**config.mk**
```make
export PLATFORM = sky130hd
export DESIGN_NAME = smd_pad_encoder
export DESIGN_NICKNAME = d
export VERILOG_FILES = /design/src/rtl/smd_pad_pkg.sv /design/src/rtl/smd_th_filter.sv /design/src/rtl/smd_pad_encoder.sv
export SDC_FILE = /design/constraint.sdc
export NUM_CORES = 1
export LEC_CHECK = 0
export ABC_AREA = 1
export BUFFER_PORTS_ARGS = -buffer_cell sky130_fd_sc_hd__buf_4
export CAP_MARGIN = 20
export CELL_PAD_IN_SITES_DETAIL_PLACEMENT = 2
export CELL_PAD_IN_SITES_GLOBAL_PLACEMENT = 2
export CORE_MARGIN = 1
export CORE_UTILIZATION = 35
export DETAILED_ROUTE_END_ITERATION = 7
export PLACE_DENSITY_LB_ADDON = 0.1
export SYNTH_ARGS = -nofsm -noshare
export SYNTH_HDL_FRONTEND = slang
export SYNTH_SLANG_ARGS = --single-unit
```
**constraint.sdc**
```tcl
create_clock -name clk -period 3.58 [get_ports clk]
set_input_delay 0.537 -clock clk [delete_from_list [all_inputs] [get_ports clk]]
set_output_delay 0.537 -clock clk [all_outputs]
set_load 0.03 [all_outputs]
```
**src/rtl/smd_pad_pkg.sv**
```systemverilog
// Shared constants and helpers for the Mega Drive pad encoder.
// Pin indices address the packed output vector {p1,p2,p3,p4,p6,p9}.
package smd_pad_pkg;

    localparam int P1 = 5;
    localparam int P2 = 4;
    localparam int P3 = 3;
    localparam int P4 = 2;
    localparam int P6 = 1;
    localparam int P9 = 0;

    localparam logic [2:0] FC_0 = 3'd0;
    localparam logic [2:0] FC_1 = 3'd1;
    localparam logic [2:0] FC_2 = 3'd2;
    localparam logic [2:0] FC_3 = 3'd3;
    localparam logic [2:0] FC_4 = 3'd4;

    // Active-low button set as held for a burst; Home is already folded into md.
    typedef struct packed {
        logic up;
        logic dw;
        logic lf;
        logic rg;
        logic a;
        logic b;
        logic c;
        logic st;
        logic x;
        logic y;
        logic z;
        logic md;
    } btn_t;

    function automatic int calc_timeout_cyc(input int clk_hz, input int timeout_us);
        return (clk_hz / 1000000) * timeout_us;
    endfunction

endpackage

```
**src/rtl/smd_th_filter.sv**
```systemverilog
// TH select conditioning: 2-FF synchroniser, level deglitch and edge pulses.
// th_fall/th_rise are asserted in the cycle before th_lvl takes the new level.
module smd_th_filter
    import smd_pad_pkg::*;
#(
    parameter int FILT_CYC = 2
) (
    input  logic clk,
    input  logic rst,
    input  logic p7,
    output logic th_lvl,
    output logic th_fall,
    output logic th_rise
);

    localparam int CW = (FILT_CYC > 1) ? $clog2(FILT_CYC) : 1;
    localparam logic [CW-1:0] CNT_LAST = CW'(FILT_CYC - 1);

    logic          sync1_r;
    logic          sync2_r;
    logic          lvl_r;
    logic [CW-1:0] cnt_r;
    logic          accept_s;

    // A differing level is accepted once it has been seen FILT_CYC samples in a row.
    always_comb begin
        accept_s = 1'b0;
        if ((sync2_r != lvl_r) && (cnt_r == CNT_LAST)) begin
            accept_s = 1'b1;
        end else begin
            accept_s = 1'b0;
        end
    end

    // Synchroniser, run-length counter and accepted level.
    always_ff @(posedge clk) begin
        if (rst) begin
            sync1_r <= 1'b1;
            sync2_r <= 1'b1;
            lvl_r   <= 1'b1;
            cnt_r   <= '0;
        end else begin
            sync1_r <= p7;
            sync2_r <= sync1_r;
            if (sync2_r == lvl_r) begin
                cnt_r <= '0;
            end else if (accept_s) begin
                lvl_r <= sync2_r;
                cnt_r <= '0;
            end else begin
                cnt_r <= cnt_r + CW'(1);
            end
        end
    end

    assign th_lvl  = lvl_r;
    assign th_fall = accept_s & ~sync2_r;
    assign th_rise = accept_s & sync2_r;

endmodule

```
**src/rtl/smd_pad_encoder.sv**
```systemverilog
// Mega Drive pad encoder: phase counter, idle timer, burst snapshot and
// registered DB9 pin mux driven by the filtered TH select line.
module smd_pad_encoder
    import smd_pad_pkg::*;
#(
    parameter int CLK_HZ     = 10_000_000,
    parameter int TIMEOUT_US = 1500,
    parameter int FILT_CYC   = 2
) (
    input  logic       clk,
    input  logic       rst,
    input  logic       p7,
    input  logic       six_en,
    input  logic       up,
    input  logic       dw,
    input  logic       lf,
    input  logic       rg,
    input  logic       a,
    input  logic       b,
    input  logic       c,
    input  logic       st,
    input  logic       x,
    input  logic       y,
    input  logic       z,
    input  logic       md,
    input  logic       hm,
    output logic [5:0] p
);

    localparam int TIMEOUT_CYC = calc_timeout_cyc(CLK_HZ, TIMEOUT_US);
    localparam int TW          = $clog2(TIMEOUT_CYC + 1);
    localparam logic [TW-1:0] TIMEOUT_MAX = TW'(TIMEOUT_CYC);

    logic          th_lvl_s;
    logic          th_fall_s;
    logic          th_rise_s;
    logic [2:0]    fc_r;
    logic [2:0]    fc_nxt_s;
    logic [TW-1:0] timer_r;
    logic [TW-1:0] timer_nxt_s;
    logic          mode_r;
    logic          mode_nxt_s;
    logic          snap_load_s;
    btn_t          live_s;
    btn_t          snap_r;
    btn_t          src_s;
    logic [5:0]    p_nxt_s;
    logic [5:0]    p_r;

    smd_th_filter #(
        .FILT_CYC (FILT_CYC)
    ) u_th_filter (
        .clk     (clk),
        .rst     (rst),
        .p7      (p7),
        .th_lvl  (th_lvl_s),
        .th_fall (th_fall_s),
        .th_rise (th_rise_s)
    );

    assign live_s = {up, dw, lf, rg, a, b, c, st, x, y, z, (md & hm)};

    // Phase state: fall count, idle timer and latched protocol mode.
    always_ff @(posedge clk) begin
        if (rst) begin
            fc_r    <= FC_0;
            timer_r <= '0;
            mode_r  <= six_en;
        end else begin
            fc_r    <= fc_nxt_s;
            timer_r <= timer_nxt_s;
            mode_r  <= mode_nxt_s;
        end
    end

    // Next phase: an accepted edge always beats a coinciding timeout.
    always_comb begin
        fc_nxt_s    = fc_r;
        timer_nxt_s = timer_r;
        mode_nxt_s  = mode_r;
        snap_load_s = 1'b0;
        if (fc_r == FC_0) begin
            mode_nxt_s = six_en;
        end else begin
            mode_nxt_s = mode_r;
        end
        if (th_fall_s || th_rise_s) begin
            timer_nxt_s = '0;
            if (th_fall_s) begin
                case (fc_r)
                    FC_0: begin
                        fc_nxt_s    = FC_1;
                        snap_load_s = 1'b1;
                    end
                    FC_1:    fc_nxt_s = FC_2;
                    FC_2:    fc_nxt_s = mode_r ? FC_3 : FC_2;
                    FC_3:    fc_nxt_s = FC_4;
                    FC_4:    fc_nxt_s = FC_4;
                    default: fc_nxt_s = FC_0;
                endcase
            end else begin
                fc_nxt_s = fc_r;
            end
        end else if (timer_r == TIMEOUT_MAX) begin
            fc_nxt_s    = FC_0;
            timer_nxt_s = timer_r;
        end else begin
            fc_nxt_s    = fc_r;
            timer_nxt_s = timer_r + TW'(1);
        end
    end

    // Burst snapshot, captured on the fall that opens a burst.
    always_ff @(posedge clk) begin
        if (rst) begin
            snap_r <= '1;
        end else if (snap_load_s) begin
            snap_r <= live_s;
        end else begin
            snap_r <= snap_r;
        end
    end

    // Pin mux from the current phase and filtered TH level.
    always_comb begin
        p_nxt_s = 6'b111111;
        if (fc_r == FC_0) begin
            src_s = live_s;
        end else begin
            src_s = snap_r;
        end
        p_nxt_s[P6] = th_lvl_s ? src_s.b : src_s.a;
        p_nxt_s[P9] = th_lvl_s ? src_s.c : src_s.st;
        case (fc_r)
            FC_0, FC_1, FC_2: begin
                p_nxt_s[P1] = src_s.up;
                p_nxt_s[P2] = src_s.dw;
                p_nxt_s[P3] = th_lvl_s ? src_s.lf : 1'b0;
                p_nxt_s[P4] = th_lvl_s ? src_s.rg : 1'b0;
            end
            FC_3: begin
                p_nxt_s[P1] = th_lvl_s ? src_s.z  : 1'b0;
                p_nxt_s[P2] = th_lvl_s ? src_s.y  : 1'b0;
                p_nxt_s[P3] = th_lvl_s ? src_s.x  : 1'b0;
                p_nxt_s[P4] = th_lvl_s ? src_s.md : 1'b0;
            end
            FC_4: begin
                p_nxt_s[P1] = th_lvl_s ? src_s.up : 1'b1;
                p_nxt_s[P2] = th_lvl_s ? src_s.dw : 1'b1;
                p_nxt_s[P3] = th_lvl_s ? src_s.lf : 1'b1;
                p_nxt_s[P4] = th_lvl_s ? src_s.rg : 1'b1;
            end
            default: begin
                p_nxt_s = 6'b111111;
            end
        endcase
    end

    // Registered pin outputs.
    always_ff @(posedge clk) begin
        if (rst) begin
            p_r <= 6'b111111;
        end else begin
            p_r <= p_nxt_s;
        end
    end

    assign p = p_r;

endmodule

```
After elaboration in Yosys (flattened, before gate mapping)

Cells that the tools add are included.

Memories kept: 0
Latch bits: 0
Register bits after elaboration: 40
Output and inout port bits: 6
Input bits: 17
Word-level logic and storage cells: 75
RAM bits: 0
ROM bits: 0

Bitwise operators: 6
Multipliers: 0
Mux-type cells: 25
$lt $le $gt $ge: 0
Reductions and logical operators: 13
Eq/ne operators: 8
Add/subtract/negate cells: 2
Shifts and indexed selects: 0
Div/mod/pow operators: 0

Operator list:

| kind                                                 | number |
|---|---|
| two-way mux 1 bit                                    | 19 |
| adder 14 x 1 -> 14 bit (second input constant)       | 1 |
| equality test 14 bit (second input constant)         | 1 |
| two-way mux 12 bit                                   | 1 |
| one-hot mux 3 bit (4 select lines)                   | 1 |
| one-hot mux 4 bit (3 select lines)                   | 1 |
| two-way mux 3 bit                                    | 3 |
| equality test 3 x 2 -> 1 bit (second input constant) | 2 |
| OR reduction 2 bit                                   | 3 |
| OR reduction 3 bit                                   | 2 |
| OR reduction 5 bit                                   | 1 |
| AND reduction 2 bit                                  | 2 |
| nonzero test 2 bit                                   | 2 |
| bitwise AND 1 bit                                    | 3 |
| equality test 3 x 1 -> 1 bit (second input constant) | 1 |
| equality test 3 bit (second input constant)          | 1 |
| zero test 3 bit                                      | 1 |
| NOT 1 bit                                            | 3 |
| inequality test 2 bit (second input constant)        | 1 |
| adder 1 bit (second input constant)                  | 1 |
| equality test 1 bit                                  | 1 |
| logical AND 1 bit                                    | 1 |
| logical OR 1 bit                                     | 1 |
| inequality test 1 bit                                | 1 |

Depth between registers and ports, before layout

Gate-level depths: netlist of the first run.

Word-level depth: 7
Gate-level depth with buffers: 8
Gate-level depth less buffers: 8

Cells and area by module

A second synthesis of the first run with hierarchy kept.

Cells, all modules: 247
Area total of the unflattened synthesis: 1823.0 µm²

By module, submodules not included:

| module          | instances | cells an instance | sequential area each (µm²) | area an instance (µm²) |
|---|---|---|---|---|
| smd_pad_encoder | 1         | 228               | 730.7                      | 1672.9 |
| smd_th_filter   | 1         | 19                | 80.1                       | 150.1 |

Worst setup path before layout of the first run

Ideal clock, no wire load.

Kind: in2reg
Start point: input port rst
End point: register mode_r, enable pin
Path slack: 2264 ps
Required time: 3287 ps
Arrival: 1023 ps
Path buffers: 1
Stages on the path: 3
Setup time: 293 ps
Path through: clkinv_1 clkbuf_1 nand2_1

Cells in the longest elaborated chain, start to end: 1

RTL lines:

| what                         | line                  | text |
|---|---|---|
| from (decl)                  | smd_pad_encoder.sv:11 | `input logic rst,` |
| nonzero test 2 bit (no line) | --                    |  |
| to (signal assigned)         | smd_pad_encoder.sv:68 | `mode_r <= six_en;` |
| to (signal assigned)         | smd_pad_encoder.sv:72 | `mode_r <= mode_nxt_s;` |
| to (decl)                    | smd_pad_encoder.sv:41 | `logic mode_r;` |

Every way passes these cells.
A chain may end at the register's enable or synchronous reset.

Final worst setup path of the first run

Start point: input port rst
End point: register timer_r[1]

Cells in the longest elaborated chain, start to end: 1

RTL lines:

| what                         | line                  | text |
|---|---|---|
| OR reduction 2 bit (no line) | --                    |  |
| to (signal assigned)         | smd_pad_encoder.sv:71 | `timer_r <= timer_nxt_s;` |
| to (decl)                    | smd_pad_encoder.sv:39 | `logic [TW-1:0] timer_r;` |

Every way passes these cells.

==> results of run 1 <==
flip-flops by register name, summed over array words and instances, names as in the netlist:
name and count:
u_th_filter.sync2_r 1, u_th_filter.th_lvl 1, fc_r 3, p 6, snap_r 12, u_th_filter.cnt_r 1, timer_r 14, mode_r 1
u_th_filter.sync1_r 1
cells by family after synthesis:
group,count (synthesis),share of synthesized area
simple gates,118,0.307
buf+inv,30,0.0758
xor+xnor,1,0.00478
fa+ha+maj,2,0.0137
flops,40,0.443
mux,2,0.0109
compound gates,44,0.145
report_power, final:
| group | switching (mW) | total [mW] | internal (mW) |
|---|---|---|---|
| clock network | 0.173 | 0.401 | 0.228 |
| registers | 0.00722 | 0.464 | 0.456 |
| logic | 0.0362 | 0.0640 | 0.0278 |
stage by stage:
step | util | cells | hold slack [ns] | power, mW
2_1_floorplan | - | 237 | 0.389 | 0.509
3_3_place_gp | 0.417 | 321 | 0.413 | 0.537
3_5_place_dp | 0.417 | 321 | 0.402 | 0.539
4_1_cts | 0.442 | 329 | 0.396 | 0.940
5_1_grt | 0.442 | 329 | 0.387 | 0.963
6_report | 0.442 | 329 | 0.403 | 0.929
final cells by class:
cell class	instances	area (um^2)	area share
clock buffer	6	82.6	0.0383
clock inverter	2	38.8	0.0180
inverter	25	93.8	0.0435
multi-input combinational	167	882	0.409
sequential	40	811	0.376
tap	67	83.8	0.0389
timing repair buffer	22	165	0.0766
worst max-delay path, delay by kind of cell:
| family | cells | cell delay [ns] |
|---|---|---|
| compound gates | 1 | 0.11 |
| buf+inv | 3 | 0.68 |
| simple gates | 2 | 0.52 |
placed cells by master (no fill, tap or decap), drive strengths merged, types with 4 or more instances in the layout:
cell type  netlist  layout
a21oi           17      17
buf              4      22
clkbuf           1       6
dfxtp           39      39
inv             23      23
nand2           62      62
nand3           21      21
nor2            24      24
nor3             4       4
o211ai           6       6
o21ai           14      14
or2              4       4
final timing paths:
check | cells past startpoint | end | startpoint
hold / removal | 1 | mode_r | six_en
setup reg to reg | 5 | snap_r[9] | u_th_filter.th_lvl
setup / recovery | 6 | timer_r[1] | rst
hold reg to reg | 1 | u_th_filter.sync2_r | u_th_filter.sync1_r
routing by layer:
metal  vias to the layer above  GRT usage  share of wire
met5                         -          0              0
met4                         0     0.0566          0.011
met3                         5     0.0583          0.029
met2                        21      0.367           0.52
met1                       810      0.225           0.44
li1                        827          -              -
==> run metrics, run 1 <==
#FFs+latches synth=40; Hold Fails Final Rpt=0; f_max=between 500 and 600 MHz; fin crit share=0.466; Die Wd=between 70 and 80 um; Initial Util=0.375; fraction of registers with async set/reset=0; clock-pin slew on the worst setup and hold paths=0.09 ns; DR pass1 iterations=4; maximum buffer depth of the clock tree=2; Worst path slowest cell=nand2_2; RSZ-0062 raised after global routing=false; Num CTS Buffers=5; Mean Syn Cell Area=~7.7 um^2; Post-DP Area=0.00204 mm^2; VDD IR max=~0.00026 V; Worst-Skew Late Latency=0.30 ns; number of fill cells=approximately 610; Synth warnings=0; drc violations=0; Crit. End Element=flop; worst endpoint required time=approximately 3.8 ns; Synth area leaders=dfxtp_1, nand2_1, nand3_1, a21oi_1, inv_1; post-synth top area cell=dfxtp_1; status=finished clean; number of diodes=0; post-CTS resize count=0; CTS tree=built; PwrDens=around 430 mW/mm^2; # setup viols final=0; Synth Flop Type=dfxtp_1; I/O pins=23; synthesized cell area=~0.0018 mm^2; Post-CTS Hold Buffers=0; max_slew headroom=0.636; dpl hpwl=between 3000 and 4000 um; routed wire length=roughly 4800 um; Setup CP Type=in -> reg; slack of the critical path=1.91 ns; Critical Path, Cell by Cell=buf_4, clkinv_1, nand2_2, inv_1, o21ai_0, nor2_1; Distinct cells, synth=34; synth-to-layout area growth=17.8%; core area=0.00488 mm^2; Post-DRT Antenna Nets=0; Critical Path Start Type=primary input; first-pass GRT wire length=a little over 8000 um; initial antenna violation count=0; Worst Path Arrival=between 1.5 and 2 ns; largest net degree at the start of global routing=18; 1st-iter DRT viols=61; Die Ht=roughly 74 um; layout cell share with drive strength beyond 1=0.198; leakage=around 0.90 nW; final global-route overflow total=0; root buffer cell=clkbuf_8; Post-synth EDFFs=1; via count=approximately 1700; R2R Setup Slk=a little over 2 ns; Avg WL per Cell=approximately 15 um; Post-Syn Instances=roughly 240; Nets=280; full die area=around 0.0055 mm^2; Setup Fix Bufs, Post-CTS=0; Mapped Nets=around 260; cell area after layout=around 0.0022 mm^2; Synth top area share=0.426; most frequent cell after synthesis=nand2_1; min Tclk post-route=~1.7 ns; sequential share of the synthesized area=0.443; port buffer count=22; worst-margin pin slew=about 0.54 ns; max-cap viol count=0; Final Skew=roughly 0.012 ns; row count=25; setup TNS=0 ns; clk sinks=40; H-tree level count=2; worst min path class=in -> reg; Setup Slack @ Placement=about 1.5 ns; total track usage=0.200; average vias per placed instance=roughly 5; Post-synth top cells=nand2_1, dfxtp_1, inv_1, nand3_1, nor2_1; CP Max Fanout=17; GP Congestion=0.787; max-slew violation count=0; crit-path max cell delay=around 0.46 ns; vias in the first global route=between 1500 and 2000
Power figures use the tool's default switching activity.
==> inputs of run 2 (changes only) <==
--- a/config.mk
+++ b/config.mk
@@ -5,13 +5,13 @@
 export SDC_FILE = /design/constraint.sdc
 export NUM_CORES = 1
 export LEC_CHECK = 0
-export ABC_AREA = 1
+export ABC_AREA = 0
 export BUFFER_PORTS_ARGS = -buffer_cell sky130_fd_sc_hd__buf_4
 export CAP_MARGIN = 20
 export CELL_PAD_IN_SITES_DETAIL_PLACEMENT = 2
 export CELL_PAD_IN_SITES_GLOBAL_PLACEMENT = 2
 export CORE_MARGIN = 1
-export CORE_UTILIZATION = 35
+export CORE_UTILIZATION = 34
 export DETAILED_ROUTE_END_ITERATION = 7
 export PLACE_DENSITY_LB_ADDON = 0.1
 export SYNTH_ARGS = -nofsm -noshare
==> constraint.sdc (replaced) <==
create_clock -name clk -period 1.75 [get_ports clk]
set_input_delay 0.2625 -clock clk [delete_from_list [all_inputs] [get_ports clk]]
set_output_delay 0.2625 -clock clk [all_outputs]
set_load 0.03 [all_outputs]
==> run metrics, run 2 <==
Compound-Gate Fraction of Synth Area=0.103 (-0.0424); largest net degree at the start of global routing=20 (+2); Synth area leaders=dfxtp_1, nand2_1, nand3_1, xnor2_1, nor2_1; vias in the first global route=1695 (-2.6%); Num CTS Buffers=5 (unchanged); Post-synth top cells=dfxtp_1, nand2_1, nand3_1, nor2_1, a21oi_1; via count=1574 (-5.4%); Avg WL per Cell=16.3 um (+12%); H-tree level count=2 (unchanged); CTS tree=built; Initial Util=0.352 (-0.0238); sequential share of the synthesized area=0.452 (+0.00894); max reg flops=14 (unchanged); Die Wd=74.7 um (+0.44%); final core occ=0.435 (-0.00722); Critical path buffers and inverters=0 (-3); slack of the critical path=0.101 ns (-1.81 ns); Hold Fails Final Rpt=0 (unchanged); commonest non-fill, non-tap cell in the layout=dfxtp_1; full die area=0.00558 mm^2 (+0.88%); port buffer count=22 (unchanged); mux contribution to synthesized area=0.0307 (+0.0197); Synth Flop Type=dfxtp_1; Setup CP Type=reg -> reg; number of diodes=0 (unchanged); setup TNS=0 ns (unchanged); Worst path slowest cell=mux4_2; Post-Syn Instances=207 (-13%); largest family of logic cells by synthesized area=simple AND/OR/NAND/NOR gates; number of fill cells=601 (-0.66%); Synth Area in Adders=0.0139 (+0.000276); #FFs+latches synth=40 (unchanged); Synth warnings=0 (unchanged); first-pass GRT wire length=8200 um (+0.76%); Mapped Nets=226 (-12%); Distinct cells, synth=48 (+41%); non-filler instance count after layout=308 (-6.4%); crit-path max cell delay=0.52 ns (+0.06 ns); met2 global-route usage=0.382 (+0.0157); synth-to-layout area growth=23.7%; Post-DRT Antenna Nets=0 (unchanged); RSZ-0062 raised after global routing=false; leakage=0.891 nW (-0.79%); leading cell types in the layout, fill and taps excluded=dfxtp_1, nand2_1, buf_4; GP Congestion=0.833 (+5.8%); met1 usage=0.215 (-0.00962); Critical Path, Cell by Cell=or2_1, nor2_4, mux4_2, a211o_1; layout cell share with drive strength beyond 1=0.214 (+0.0158); dpl hpwl=3750 um (+4.9%); worst endpoint required time=1.93 ns (-1.84 ns); post-synth top area cell=dfxtp_1; CP Max Fanout=3 (-14); row count=26 (+4.0%); Post-DP Area=0.00208 mm^2 (+2.4%); Worst Path Arrival=1.82 ns (-0.04 ns); I/O pins=23 (unchanged); register area=811 um^2 (unchanged); Worst-Skew Late Latency=0.29 ns (about the same); f_max=just over 600 MHz; initial antenna violation count=0 (unchanged); core area=0.00511 mm^2 (+4.7%); clk sinks=40 (unchanged); Mean Syn Cell Area=8.67 um^2 (+12%); Nets=256 (-8.6%); Final Skew=0.00616 ns (-0.00625 ns); cell family with most CP delay=multiplexers; Synth top area share=0.435 (+0.00861); clock-pin slew on the worst setup and hold paths=0.08 ns (about the same); area of the multi-input gates=911 um^2 (+3.3%); Die Ht=74.7 um (+0.44%); cell area after layout=0.00222 mm^2 (+3.0%); VDD IR max=0.000377 V (+48%); maximum buffer depth of the clock tree=2 (unchanged); Setup Slack @ Placement=0.0942 ns (-1.45 ns); routed wire length=5010 um (+4.6%); PwrDens=912 mW/mm^2 (+110%); Setup Fix Bufs, Post-CTS=0 (unchanged); Critical Path Start Type=flop; average vias per placed instance=5.11 (+1.1%); Reg with most FFs=timer_r; max-cap viol count=0 (unchanged); Synth Area in Simple Gates=0.295 (-0.0112); max_slew headroom=0.685 (+0.0493); 1st-iter DRT viols=25 (-59%); drc violations=0 (unchanged); GR peak layer=met2; Crit. End Element=flop; fin crit share=0.942; met3 usage=0.0415 (-0.0168); worst-margin pin slew=0.472 ns (-0.0717 ns); fraction of registers with async set/reset=0 (unchanged); max-slew violation count=0 (unchanged); min Tclk post-route=~1.6 ns; Post-synth EDFFs=1 (unchanged); XOR/XNOR share of the synthesized area=0.0585 (+0.0538); # setup viols final=0 (unchanged); worst min path class=in -> reg; most frequent cell after synthesis=dfxtp_1; DR pass1 iterations=4 (unchanged); Post-CTS Hold Buffers=0 (unchanged); total track usage=0.199 (-0.00113); root buffer cell=clkbuf_8; final global-route overflow total=0 (unchanged); status=finished clean; Cells after DPL=300 (-6.5%); synthesized cell area=0.00180 mm^2 (-2.0%)
## run 2: cell count changes after synthesis, moves of 4 or more
cell,previous run,this run
nor2_1,19,14
nand2_1,57,34
clkbuf_1,1,6
xnor2_1,0,8
nand4_1,1,5
o21ai_0,14,5
buf_2,0,4
nand2_2,4,0
or3_1,0,4
a21oi_1,16,9
inv_1,20,7
## run 2: through the flow
stage,hold WS [ns],power (mW)
floorplan,0.361,1.12
global placement,0.399,1.21
detailed placement,0.423,1.22
CTS,0.138,2.06
global route,0.125,2.13
finish,0.145,2.02
## run 2: metal layers
layer / share of wire / routed length, um
met5: 0 / 0
met4: 0.018 / 88
met2: 0.54 / 2690
met1: 0.42 / 2120
met3: 0.021 / 104
## run 2: path summary, 6_finish.rpt
| path | start | end | slack, ns | cells after the start |
|---|---|---|---|---|
| max reg2reg | fc_r[0] | p[1] | 0.10 | 4 |
| min reg2reg | u_th_filter.sync1_r | u_th_filter.sync2_r | 0.43 | 1 |
| max | fc_r[0] | p[1] | 0.10 | 4 |
| min | six_en | mode_r | 0.14 | 1 |
## run 2: cell type report
type                    count  area share
clock buffers               7      0.0434
flip-flops and latches     40       0.365
well taps                  70      0.0394
inverters                   8      0.0135
multi-input cells         148       0.410
clock inverters             1      0.0135
repair buffers             34       0.115
## run 2: repair_timing
action                                 CTS  global route
endpoints found under the hold margin    0             0
setup endpoints to repair                0             1
gates resized for setup                  0             2
## run 2: report_power, final
part | switching [mW] | internal (mW) | leakage (nW) | total (mW)
Combinational | 0.126 | 0.105 | 0.498 | 0.231
Sequential | 0.0188 | 0.946 | 0.328 | 0.965
Clock | 0.326 | 0.503 | 0.0645 | 0.829
## run 2: cell families after synthesis
logic type / after synthesis
and+or+nand+nor: 102
DFF: 40
AOI/OAI and AO/OA: 29
buffers and inverters: 19
xor gates and xnor gates: 12
muxes: 3
adders and majority gates: 2
==> inputs of run 3 (changes only) <==
--- a/config.mk
+++ b/config.mk
@@ -16,4 +16,5 @@
 export PLACE_DENSITY_LB_ADDON = 0.1
 export SYNTH_ARGS = -nofsm -noshare
 export SYNTH_HDL_FRONTEND = slang
+export SYNTH_HIERARCHICAL = 1
 export SYNTH_SLANG_ARGS = --single-unit
==> run metrics, run 3 <==
max-slew violation count=0 (unchanged); most frequent cell after synthesis=dfxtp_1; Nets=266 (+3.9%); Setup Slack @ Placement=-0.0100 ns (-0.104 ns); Synth area leaders=dfxtp_1, nand2_1, nand3b_1, xnor2_1, nor2_1; first-pass GRT wire length=8230 um (+0.41%); CP Max Fanout=5 (+2); Worst Path Arrival=1.85 ns (+0.03 ns); VDD IR max=0.000337 V (-11%); dpl hpwl=3780 um (+0.76%); clock share of power=0.361 (-0.049); H-tree level count=2 (unchanged); root buffer cell=clkbuf_8; Cells after DPL=310 (+3.3%); worst min path class=in -> reg; total track usage=0.198 (-0.00137); # setup viols final=0 (unchanged); GP Congestion=0.749 (-10%); switching share of power=0.258 (+0.0254); initial antenna violation count=0 (unchanged); layout cell share with drive strength beyond 1=0.190 (-0.0248); drc violations=0 (unchanged); worst-margin pin slew=0.505 ns (+0.0332 ns); Post-Syn Instances=221 (+6.8%); core area=0.00517 mm^2 (+1.3%); 1st-iter DRT viols=58 (+130%); Post-synth top cells=dfxtp_1, nand2_1, nor2_1, nand3b_1; cell area after layout=0.00223 mm^2 (+0.39%); leakage=0.923 nW (+3.6%); #FFs+latches synth=40 (unchanged); Mapped Nets=240 (+6.2%); max-cap viol count=0 (unchanged); DR pass1 iterations=4 (unchanged); synth-to-layout area growth=21.1%; PnR Total Power=1.93 mW (-4.9%); average vias per placed instance=5.19 (+1.5%); Die Wd=75.6 um (+1.2%); Avg WL per Cell=16.6 um (+2.1%); full die area=0.00571 mm^2 (+2.4%); I/O pins=23 (unchanged); Post-DP Area=0.00212 mm^2 (+1.6%); vias in the first global route=1674 (-1.2%); fraction of registers with async set/reset=0 (unchanged); Hold Fails Final Rpt=0 (unchanged); maximum buffer depth of the clock tree=2 (unchanged); row count=26 (unchanged); number of diodes=0 (unchanged); final global-route overflow total=0 (unchanged); Mean Syn Cell Area=8.33 um^2 (-4.0%); status=finished clean; fin crit share=0.957 (+0.0149); Post-synth EDFFs=1 (unchanged); post-synth top area cell=dfxtp_1; RSZ-0062 raised after global routing=true; Reg power frac=0.507 (+0.031); Post-DRT Antenna Nets=0 (unchanged); Crit. End Element=flop; Setup Fix Bufs, Post-CTS=0 (unchanged); setup TNS=0 ns (unchanged); Distinct cells, synth=39 (-19%); Synth top area share=0.424 (-0.0106); largest net degree at the start of global routing=27 (+35%); min Tclk post-route=1.67 ns (+0.0260 ns); clk sinks=40 (unchanged); Die Ht=75.6 um (+1.2%); Synth warnings=6 (+6); number of fill cells=584 (-2.8%); Initial Util=0.356 (+0.00429); Post-CTS Hold Buffers=0 (unchanged); switching power=496 uW (+5.5%); worst endpoint required time=1.92 ns (about the same); slack of the critical path=0.0754 ns (-0.0260 ns); Reg with most FFs=timer_r; Worst-Skew Late Latency=0.30 ns (about the same); max_slew headroom=0.664 (-0.0214); leading cell types in the layout, fill and taps excluded=dfxtp_1, nand2_1, buf_4; Critical Path Start Type=flop; CTS tree=built; internal power=1.43 mW (-8.0%); Final Skew=0.00745 ns (+0.00129 ns); non-filler instance count after layout=318 (+3.2%); Synth Flop Type=dfxtp_1; Worst path slowest cell=or4_4; port buffer count=22 (unchanged); Comb power frac=0.131 (+0.017); Num CTS Buffers=5 (unchanged); routed wire length=5280 um (+5.4%); Critical Path, Cell by Cell=or3_1, or4_4, mux2i_2, nor2_1; PwrDens=864 mW/mm^2 (-5.3%); crit-path max cell delay=0.60 ns (+0.08 ns); Setup CP Type=reg -> reg; max reg flops=14 (unchanged); via count=1650 (+4.8%); clock-pin slew on the worst setup and hold paths=0.08 ns (about the same); f_max=597 MHz (-1.6%); commonest non-fill, non-tap cell in the layout=dfxtp_1; sequential share of the synthesized area=0.441 (-0.0111); synthesized cell area=0.00184 mm^2 (+2.5%)
-- run 3: cell count changes after synthesis, sizes merged, moves of 3 or more --
cell | before | now
a21oi | 9 | 6
nor3 | 3 | 7
mux2i | 1 | 4
clkbuf | 6 | 13
buf | 5 | 0
nor3b | 3 | 0
nor2 | 15 | 18
and3 | 1 | 4
nand3 | 19 | 12
nand3b | 1 | 13
-- run 3: critical path, delay by kind of cell, from the launching register on --
family / cells / cell delay [ns]
and+or+nand+nor: 3 / 1.03
DFF: 1 / 0.31
muxes: 1 / 0.22
-- run 3: cells by family after synthesis --
| logic type | after synthesis | synth area share |
|---|---|---|
| XOR/XNOR | 12 | 0.0571 |
| multiplexers | 4 | 0.0218 |
| buffers and inverters | 20 | 0.0415 |
| AO/OA/AOI/OAI | 27 | 0.0952 |
| AND/OR/NAND/NOR | 116 | 0.330 |
| adder cells (fa/ha/maj) | 2 | 0.0136 |
| flip-flops | 40 | 0.441 |
-- run 3: area by class of cell --
cell class / count / area [um^2] / share of cell area
tap: 70 / 87.6 / 0.0393
sequential: 40 / 812 / 0.364
clock buffer: 7 / 97.6 / 0.0438
timing repair buffer: 32 / 240 / 0.108
clock inverter: 1 / 5.00 / 0.00224
inverter: 7 / 26.3 / 0.0118
multi-input combinational: 161 / 961 / 0.431
-- run 3: path summary, 6_finish.rpt --
kind	to	start	depth (start not counted)	slack (ns)
setup / recovery	timer_r[1]	timer_r[6]	4	0.08
hold / removal	mode_r	six_en	1	0.14
hold reg to reg	u_th_filter/sync2_r	u_th_filter/sync1_r	1	0.43
setup reg to reg	timer_r[1]	timer_r[6]	4	0.08
-- run 3: power groups by stage --
| stage | sequential, mW | combinational, mW | clock (mW) |
|---|---|---|---|
| CTS | 0.976 | 0.253 | 0.714 |
| floorplan | 1.02 | 0.116 | 0 |
| global route | 0.980 | 0.278 | 0.759 |
| finish | 0.976 | 0.253 | 0.696 |
| detailed placement | 0.997 | 0.250 | 0 |
| global placement | 0.992 | 0.240 | 0 |
-- run 3: layer usage --
layer	GRT usage	up-vias	part of all wire
met4	0.0679	0	0.016
li1	-	806	-
met5	0	-	0
met2	0.331	20	0.48
met1	0.248	814	0.47
met3	0.0489	10	0.025
-- run 3: stage by stage --
step	hold WS [ns]	util
final	0.139	0.431
after global routing	0.123	0.431
after floorplan	0.333	-
after CTS	0.133	0.430
after detailed placement	0.410	0.410
after global placement	0.400	0.410
-- run 3: repair_timing --
action | CTS | global route
pin swaps | 0 | 1
gates resized for setup | 1 | 2
setup endpoints to repair | 3 | 2
